==> config.mk <==
export PLATFORM = sky130hd
export DESIGN_NAME = ysyx_25060170_regfile
export DESIGN_NICKNAME = d
export VERILOG_FILES = /design/src/rtl/ysyx_25060170_regfile_pkg.sv /design/src/rtl/ysyx_25060170_scoreboard.sv /design/src/rtl/ysyx_25060170_regfile.sv
export SDC_FILE = /design/constraint.sdc
export NUM_CORES = 2
export LEC_CHECK = 0
export CAP_MARGIN = 0
export CELL_PAD_IN_SITES_DETAIL_PLACEMENT = 1
export CELL_PAD_IN_SITES_GLOBAL_PLACEMENT = 1
export CORE_MARGIN = 1
export CORE_UTILIZATION = 58
export DETAILED_ROUTE_END_ITERATION = 10
export PLACE_DENSITY_LB_ADDON = 0.1
export SLEW_MARGIN = 10
export SYNTH_ARGS = -nofsm -noshare
export SYNTH_HDL_FRONTEND = slang
export SYNTH_SLANG_ARGS = --single-unit
==> constraint.sdc <==
create_clock -name clk -period 52.7 [get_ports clk]
set_input_delay 7.905 -clock clk [delete_from_list [all_inputs] [get_ports clk]]
set_output_delay 7.905 -clock clk [all_outputs]
set_load 0.05 [all_outputs]
==> src/rtl/ysyx_25060170_regfile_pkg.sv <==
// Shared defaults and constants for the integer register file and its scoreboard.
package ysyx_25060170_regfile_pkg;

    localparam int unsigned DATA_W_DEF  = 32;
    localparam int unsigned NR_REGS_DEF = 32;
    localparam int unsigned AW_DEF      = $clog2(NR_REGS_DEF);

    localparam logic [DATA_W_DEF-1:0] ZERO_WORD = '0;

    localparam logic [1:0] CNT_EMPTY = 2'd0;
    localparam logic [1:0] CNT_LAST  = 2'd1;
    localparam logic [1:0] CNT_FULL  = 2'd3;

endpackage

==> src/rtl/ysyx_25060170_scoreboard.sv <==
// Pending-write counters per architectural register, sticky underflow flag and
// the decode stall decision.
module ysyx_25060170_scoreboard
    import ysyx_25060170_regfile_pkg::*;
#(
    parameter int unsigned NR_REGS = NR_REGS_DEF,
    parameter int unsigned AW      = $clog2(NR_REGS)
) (
    input  logic          clk,
    input  logic          rst,
    input  logic          wb_rd_ena,
    input  logic [AW-1:0] wb_rd_addr,
    input  logic          ie_flush,
    input  logic          id_issue,
    input  logic          id_rd_ena,
    input  logic [AW-1:0] id_rd_addr,
    input  logic          rs1_ena,
    input  logic [AW-1:0] rs1_addr,
    input  logic          rs2_ena,
    input  logic [AW-1:0] rs2_addr,
    output logic          id_stall,
    output logic          sb_err
);

    logic [1:0] cnt_q [NR_REGS];
    logic [1:0] cnt_d [NR_REGS];
    logic       sb_err_q, sb_err_d;
    logic       inc, dec, same, hazard1, hazard2, full;

    assign inc  = id_issue & ~id_stall & id_rd_ena & (id_rd_addr != '0);
    assign dec  = wb_rd_ena & (wb_rd_addr != '0);
    assign same = inc & dec & (id_rd_addr == wb_rd_addr);

    // The last outstanding write landing this cycle is served by the bypass.
    assign hazard1 = rs1_ena & (cnt_q[rs1_addr] != CNT_EMPTY)
                   & ~(dec & (wb_rd_addr == rs1_addr) & (cnt_q[rs1_addr] == CNT_LAST));
    assign hazard2 = rs2_ena & (cnt_q[rs2_addr] != CNT_EMPTY)
                   & ~(dec & (wb_rd_addr == rs2_addr) & (cnt_q[rs2_addr] == CNT_LAST));
    assign full    = id_rd_ena & (cnt_q[id_rd_addr] == CNT_FULL);

    assign id_stall = hazard1 | hazard2 | full;
    assign sb_err   = sb_err_q;

    always_comb begin
        sb_err_d = sb_err_q;
        cnt_d    = cnt_q;
        if (ie_flush) begin
            for (int i = 0; i < NR_REGS; i++) begin
                cnt_d[i] = CNT_EMPTY;
            end
        end else if (!same) begin
            if (inc) begin
                cnt_d[id_rd_addr] = cnt_q[id_rd_addr] + 2'd1;
            end
            if (dec) begin
                if (cnt_q[wb_rd_addr] == CNT_EMPTY) begin
                    sb_err_d = 1'b1;
                end else begin
                    cnt_d[wb_rd_addr] = cnt_q[wb_rd_addr] - 2'd1;
                end
            end
        end
        cnt_d[0] = CNT_EMPTY;
    end

    always_ff @(posedge clk or posedge rst) begin
        if (rst) begin
            for (int i = 0; i < NR_REGS; i++) begin
                cnt_q[i] <= CNT_EMPTY;
            end
            sb_err_q <= 1'b0;
        end else begin
            cnt_q    <= cnt_d;
            sb_err_q <= sb_err_d;
        end
    end

endmodule

==> src/rtl/ysyx_25060170_regfile.sv <==
// Architectural register file: storage, write-back port, bypassed read ports and
// the pending-write scoreboard that drives the decode stall.
module ysyx_25060170_regfile
    import ysyx_25060170_regfile_pkg::*;
#(
    parameter int unsigned NR_REGS = NR_REGS_DEF,
    parameter int unsigned DATA_W  = DATA_W_DEF,
    parameter int unsigned AW      = $clog2(NR_REGS)
) (
    input  logic              clk,
    input  logic              rst,
    input  logic              wb_rd_ena,
    input  logic [AW-1:0]     wb_rd_addr,
    input  logic [DATA_W-1:0] wb_data,
    input  logic              ie_flush,
    input  logic              id_issue,
    input  logic              id_rd_ena,
    input  logic [AW-1:0]     id_rd_addr,
    input  logic              rs1_ena,
    input  logic [AW-1:0]     rs1_addr,
    input  logic              rs2_ena,
    input  logic [AW-1:0]     rs2_addr,
    output logic [DATA_W-1:0] rs1_data,
    output logic [DATA_W-1:0] rs2_data,
    output logic              id_stall,
    output logic              sb_err
);

    localparam logic [DATA_W-1:0] Zero = DATA_W'(ZERO_WORD);

    logic [DATA_W-1:0] regs_q [NR_REGS];
    logic [DATA_W-1:0] regs_d [NR_REGS];
    logic              wr_en;

    assign wr_en = wb_rd_ena & (wb_rd_addr != '0);

    always_comb begin
        regs_d = regs_q;
        if (wr_en) begin
            regs_d[wb_rd_addr] = wb_data;
        end
        regs_d[0] = Zero;
    end

    always_ff @(posedge clk or posedge rst) begin
        if (rst) begin
            for (int i = 0; i < NR_REGS; i++) begin
                regs_q[i] <= Zero;
            end
        end else begin
            regs_q <= regs_d;
        end
    end

    always_comb begin
        rs1_data = regs_q[rs1_addr];
        if (rs1_addr == '0) begin
            rs1_data = Zero;
        end else if (wr_en && (wb_rd_addr == rs1_addr)) begin
            rs1_data = wb_data;
        end
    end

    always_comb begin
        rs2_data = regs_q[rs2_addr];
        if (rs2_addr == '0) begin
            rs2_data = Zero;
        end else if (wr_en && (wb_rd_addr == rs2_addr)) begin
            rs2_data = wb_data;
        end
    end

    ysyx_25060170_scoreboard #(
        .NR_REGS(NR_REGS),
        .AW     (AW)
    ) u_scoreboard (
        .clk       (clk),
        .rst       (rst),
        .wb_rd_ena (wb_rd_ena),
        .wb_rd_addr(wb_rd_addr),
        .ie_flush  (ie_flush),
        .id_issue  (id_issue),
        .id_rd_ena (id_rd_ena),
        .id_rd_addr(id_rd_addr),
        .rs1_ena   (rs1_ena),
        .rs1_addr  (rs1_addr),
        .rs2_ena   (rs2_ena),
        .rs2_addr  (rs2_addr),
        .id_stall  (id_stall),
        .sb_err    (sb_err)
    );

endmodule

# ---- Yosys cells after proc, flatten, opt, wreduce, memory -nomap -nowiden
# Index checks and enable logic that the tools add are counted.
# W data, S select, Z words.
dict set report word_totals {
  reg_bits 1055
  output_inout_bits 66
  word_cells 154
  input_bits 60
}
dict set report classes {
  addsub 2
  bitwise_logic 26
  n_eq_ne 7
  reduce_logical 12
  mux 38
  n_lt_le_gt_ge 6
}
# op n
set op_table {}
lappend op_table {{$bwmux W1024} 1}
lappend op_table {{$bmux W32 S5} 2}
lappend op_table {{$mux W32} 9}
lappend op_table {{$mux W62} 4}
lappend op_table {{$mux W64} 3}
lappend op_table {{$demux W32 S5} 1}
lappend op_table {{$bwmux W64} 2}
lappend op_table {{$bmux W2 S5} 4}
lappend op_table {{$ge A6 B6 Y1 const B} 4}
lappend op_table {{$not A5 Y6} 4}
lappend op_table {{$demux W2 S5} 2}
lappend op_table {{$mux W2} 10}
lappend op_table {{$and A1 B1 Y1} 15}
lappend op_table {{$eq A5 B5 Y1} 3}
lappend op_table {{$lt A6 B1 Y1 const B} 2}
lappend op_table {{$logic_not A5 Y1} 2}
lappend op_table {{$reduce_bool A5 Y1} 2}
lappend op_table {{$not A1 Y1} 5}
lappend op_table {{$eq A2 B1 Y1 const B} 2}
lappend op_table {{$logic_and A1 B1 Y1} 4}
lappend op_table {{$reduce_and A4 Y1} 1}
lappend op_table {{$reduce_bool A2 Y1} 2}
lappend op_table {{$add A2 B1 Y2 const B} 1}
lappend op_table {{$eq A2 B2 Y1 const B} 1}
lappend op_table {{4 further kinds} 5}

# ---- Longest topological paths before layout
dict set report logic_depth {
  word_depth 23
  depth_mapped 16
  depth_no_buf 13
}

# ---- Hierarchy
# Synthesis repeated with hierarchy kept, for this count alone.
dict set report unflattened {
  cells_unflattened 4524
  hier_area_um2 60410.4
}
# mod cells_each seq_area_each_um2 instances area_per_inst_um2
set by_module_without_submodules {}
lappend by_module_without_submodules {ysyx_25060170_regfile 3713 24823.8 1 53398.7}
lappend by_module_without_submodules {ysyx_25060170_scoreboard 811 1576.5 1 7011.7}

# ---- Least setup slack after synthesis
# No wires, ideal clock.
dict set report synth_path {
  kind {in2out}
  startpoint {input port rs2_addr[1]}
  endpoint {output port rs2_data[19]}
  slack_ps 33751
  n_path_buf 5
  arrival_ps 11044
  required_time_ps 44795
  cell_stages 9
  path_cell_list {buf_2 clkbuf_1 buf_1 clkbuf_1 buf_1 mux4_2 mux4_2 mux2i_1 o21ai_0}
}
dict set report synth_between {
  elab_chain_len 6
  elab_cells_between_ends 9
  classes_between {eq/ne (1); mux (5); bitwise (1); reduce/logical (2)}
}
# item line
set synth_lines {}
lappend synth_lines {{start, declared} ysyx_25060170_regfile.sv:22} ;# input logic [AW-1:0] rs2_addr,
lappend synth_lines {{$not A5 Y6 (implied by the code)} ysyx_25060170_regfile.sv:65} ;# rs2_data = regs_q[rs2_addr];
lappend synth_lines {{$bmux W32 S5} ysyx_25060170_regfile.sv:65}
lappend synth_lines {{$mux W32 (implied by the code) (2 in a row)} ysyx_25060170_regfile.sv:65}
lappend synth_lines {{$mux W32} ysyx_25060170_regfile.sv:68} ;# end else if (wr_en && (wb_rd_addr == rs2_addr)) begin
lappend synth_lines {{$mux W32 *} ysyx_25060170_regfile.sv:66} ;# if (rs2_addr == '0) begin
lappend synth_lines {{end, declared} ysyx_25060170_regfile.sv:24} ;# output logic [DATA_W-1:0] rs2_data,
# Every way passes the cells marked *; elsewhere a longest branch is shown, timed or not. The select of a mux whose other input is x is not followed.

# ---- Worst setup path in the final report
dict set report layout_path {
  startpoint {input port rs2_addr[0]}
  endpoint {output port rs2_data[18]}
}
# The elaborated chain is that of the path after synthesis.

==> reports/qor.yml <==
ys_async_sr_fraction_pct: 100
rsz0062_at_grt: "no"
viasPerCell: 7.57
nets: 3951
maxSlewHeadroom_pct: 17.1
irDropWorstVdd_v: 0.0000334
cts.sinks: 1055
gr-usage-all-layers_pct: 40.0
dpl_cell_area_sq_mm: 0.0620
r2r-start: "u_scoreboard.cnt_q[46]$_DFFE_PP0P_"
fmax_mhz: 48.5
root_buffer: "clkbuf_16"
groute.layer.met2.usage_pct: 62.9
grt_max_degree: 97
ant_nets: 0
fp.dieH_microns: 323
grt.busiest_layer: "met2"
min_path_cells: 1
synth_area_sq_mm: 0.0598
hold_buffers: 0
num_vias: 40500
cts_buffers: 111
final_util_pct: 64.5
place_hpwl_microns: 110000
drive_gt1_share_pct: 51.5
cts_tree: "built"
r2r_end: "u_scoreboard.cnt_q[1]$_DFFE_PP0P_"
worstPathArrival_ps: 12700
start_kind: "input pin"
numPortBuffers: 125
antenna_found_initial: 3
worstSetupPathType: "input pin to output pin"
synth_cell_types: 66
grt_use_met3_pct: 8.10
cts_max_level: 3
cts.repair.resized: 0
rows: 117
finalPower_uw: 2490
hold_viol: 0
setup_violations: 0
core_sq_mm: 0.102
fin_skew_ps: 11.9
critical_path_required_ps: 44790
first_pass_iters: 6
grt-ovfl-total: 0
endpoint_kind: "output pin"
leakage_uw: 0.0274
outcome: "completed"
finalWeightedCongestion: 0.906
drc: 0
grtUsageMet1_pct: 53.8
max_stage_delay_ps: 960
clk_path_buf_depth: 3
final_area_sq_mm: 0.0658
cts_setup_buffers: 0
ys_seq_area_share_pct: 44.1
syn-mean-instance-area_sq_um: 15.0
clk_pin_slew_ps: 60
start_util_pct: 58.6
regToRegSetupSlack_ps: 48260
grt_pass1_vias: 43500
slew_viol_final: 0
synth_nets: 4060
fin_tns_setup_ps: 0
drt_wl_total_microns: 203000
syn_inst: 3998
synth_edf_count: 0
slowest_stage: "buf_4"
ff2ff_path_depth: 12
max-cap-violations: 0
die_width_microns: 323
ys_ff_latch: 1055
grt_pass1_wl_microns: 302000
crit_end: "rs2_data[18]"
synth_ff_type: "dfrtp_1"
insertion_delay_ps: 730
drt_iter0_drc: 4143
startpoint: "rs2_addr[0]"
cp_max_fo: 54
syn_to_final_growth_pct: 9.96
yosysWarnings: 0
die-area_sq_mm: 0.104
wl_per_cell_microns: 38.0
crit_chain: "buf_8 -> buf_4 -> buf_4 -> mux4_2 -> mux4_2 -> mux2i_1 -> o21ai_0 -> clkdlybuf4s50_1"
min_path_type: "register to register"
fin_crit_sh_pct: 39.1
pin_count: 126
tightest_slew_ps: 1240
min_period_ps: 20610
powerDensity_mw_per_mm2: 37.9
[critical path: cells and delay by family]
| family | cells | cell delay, ps |
|---|---|---|
| buffers and inverters | 4 | 2980 |
| muxes | 3 | 1480 |
| AOI/OAI and AO/OA | 1 | 150 |
[layout by cell type, fill, tap and decap left out, drive strengths merged, types with 4 or more instances in the layout]
master and count:
mux2i 79, xnor2 12, dfrtp 1055, o41ai 4
mux2 1070, nand2 128, nor2 47, nand3b 4
a22o 73, a21o 34, clkbuf 166, clkinv 18
buf 107, a221oi 18, nand2b 7, and3 7
nor3b 5, clkdlybuf4s50 114, or3 4, mux4 633
nand4 23, bufinv 10, a31oi 28, a22oi 32
a221o 24, nor3 32, a211oi 19, a21oi 11
o31ai 22, o21ai 94, nor2b 12, inv 10
nand3 33, and2 6
[Yosys cell counts, types with 19 or more instances]
master	count	share of area [%]
a211oi_1	19	0.24
mux2i_1	79	1.3
nor3_1	29	0.24
o31ai_1	20	0.25
a21o_1	33	0.41
a22o_1	73	1.1
dfrtp_1	1055	44
a221o_1	24	0.40
mux2_2	1069	20
o21ai_0	73	0.61
nand2_1	128	0.80
clkbuf_1	284	1.8
o21ai_1	21	0.18
mux4_2	633	24
nand4_1	23	0.24
buf_2	51	0.43
nor2_1	46	0.29
a22oi_1	32	0.40
buf_1	100	0.63
a31oi_1	28	0.29
nand3_1	33	0.28
[stage by stage]
stage                     hold WS, ps  std cells  worst slack [ps]
after detailed placement          511       5144             32020
after global placement            499       5144             32020
final                             527       5345             32090
after global routing              547       5343             31780
after floorplan                   491       3998             15100
after CTS                         525       5343             32020
[power breakdown]
group | total (uW) | switching [uW] | leakage, uW | internal [uW]
combinational | 587 | 261 | 0.0120 | 326
sequential | 1080 | 124 | 0.0136 | 960
clock | 822 | 344 | 0.00185 | 478
[final cells by class]
class                   instances  area (sq um)
diodes                          2          5.00
clock buffers                 166          3290
clock inverters                33           479
fillers                      8889         36300
inverters                       7          38.8
multi-input cells            2493         31900
flip-flops and latches       1055         26400
well taps                    1368          1710
repair buffers                221          1980
[worst min path at each step]
stage | slack (ps) | to | startpoint
2_1_floorplan | 490 | regs_q[830]$_DFFE_PP0P_ | regs_q[830]$_DFFE_PP0P_
3_3_place_gp | 500 | regs_q[700]$_DFFE_PP0P_ | regs_q[700]$_DFFE_PP0P_
3_5_place_dp | 510 | regs_q[664]$_DFFE_PP0P_ | regs_q[664]$_DFFE_PP0P_
4_1_cts | 520 | regs_q[664]$_DFFE_PP0P_ | regs_q[664]$_DFFE_PP0P_
5_1_grt | 550 | regs_q[86]$_DFFE_PP0P_ | regs_q[86]$_DFFE_PP0P_
6_report | 530 | regs_q[289]$_DFFE_PP0P_ | regs_q[289]$_DFFE_PP0P_
[cell families (layout without fill, tap and decap cells)]
family | after synthesis | count (layout) | synth area share [%]
xor+xnor | 15 | 15 | 0.220
mux | 1782 | 1782 | 45.3
fa+ha+maj | 2 | 2 | 0.0418
flops | 1055 | 1055 | 44.1
buf+inv | 450 | 427 | 3.00
compound gates | 377 | 377 | 4.70
other cells | 0 | 2 | 0
simple gates | 317 | 317 | 2.59
[registers in the layout, indices dropped and copies added (netlist names)]
name	cells
regs_q	992
u_scoreboard.sb_err	1
u_scoreboard.cnt_q	62
[layer usage]
| metal | share of wire [%] | vias up |
|---|---|---|
| li1 | - | 15500 |
| met4 | 5.3 | 2 |
| met1 | 39 | 22100 |
| met2 | 48 | 2247 |
| met3 | 8.1 | 584 |
| met5 | 0.0049 | - |
(Power assumes the default switching activity.)
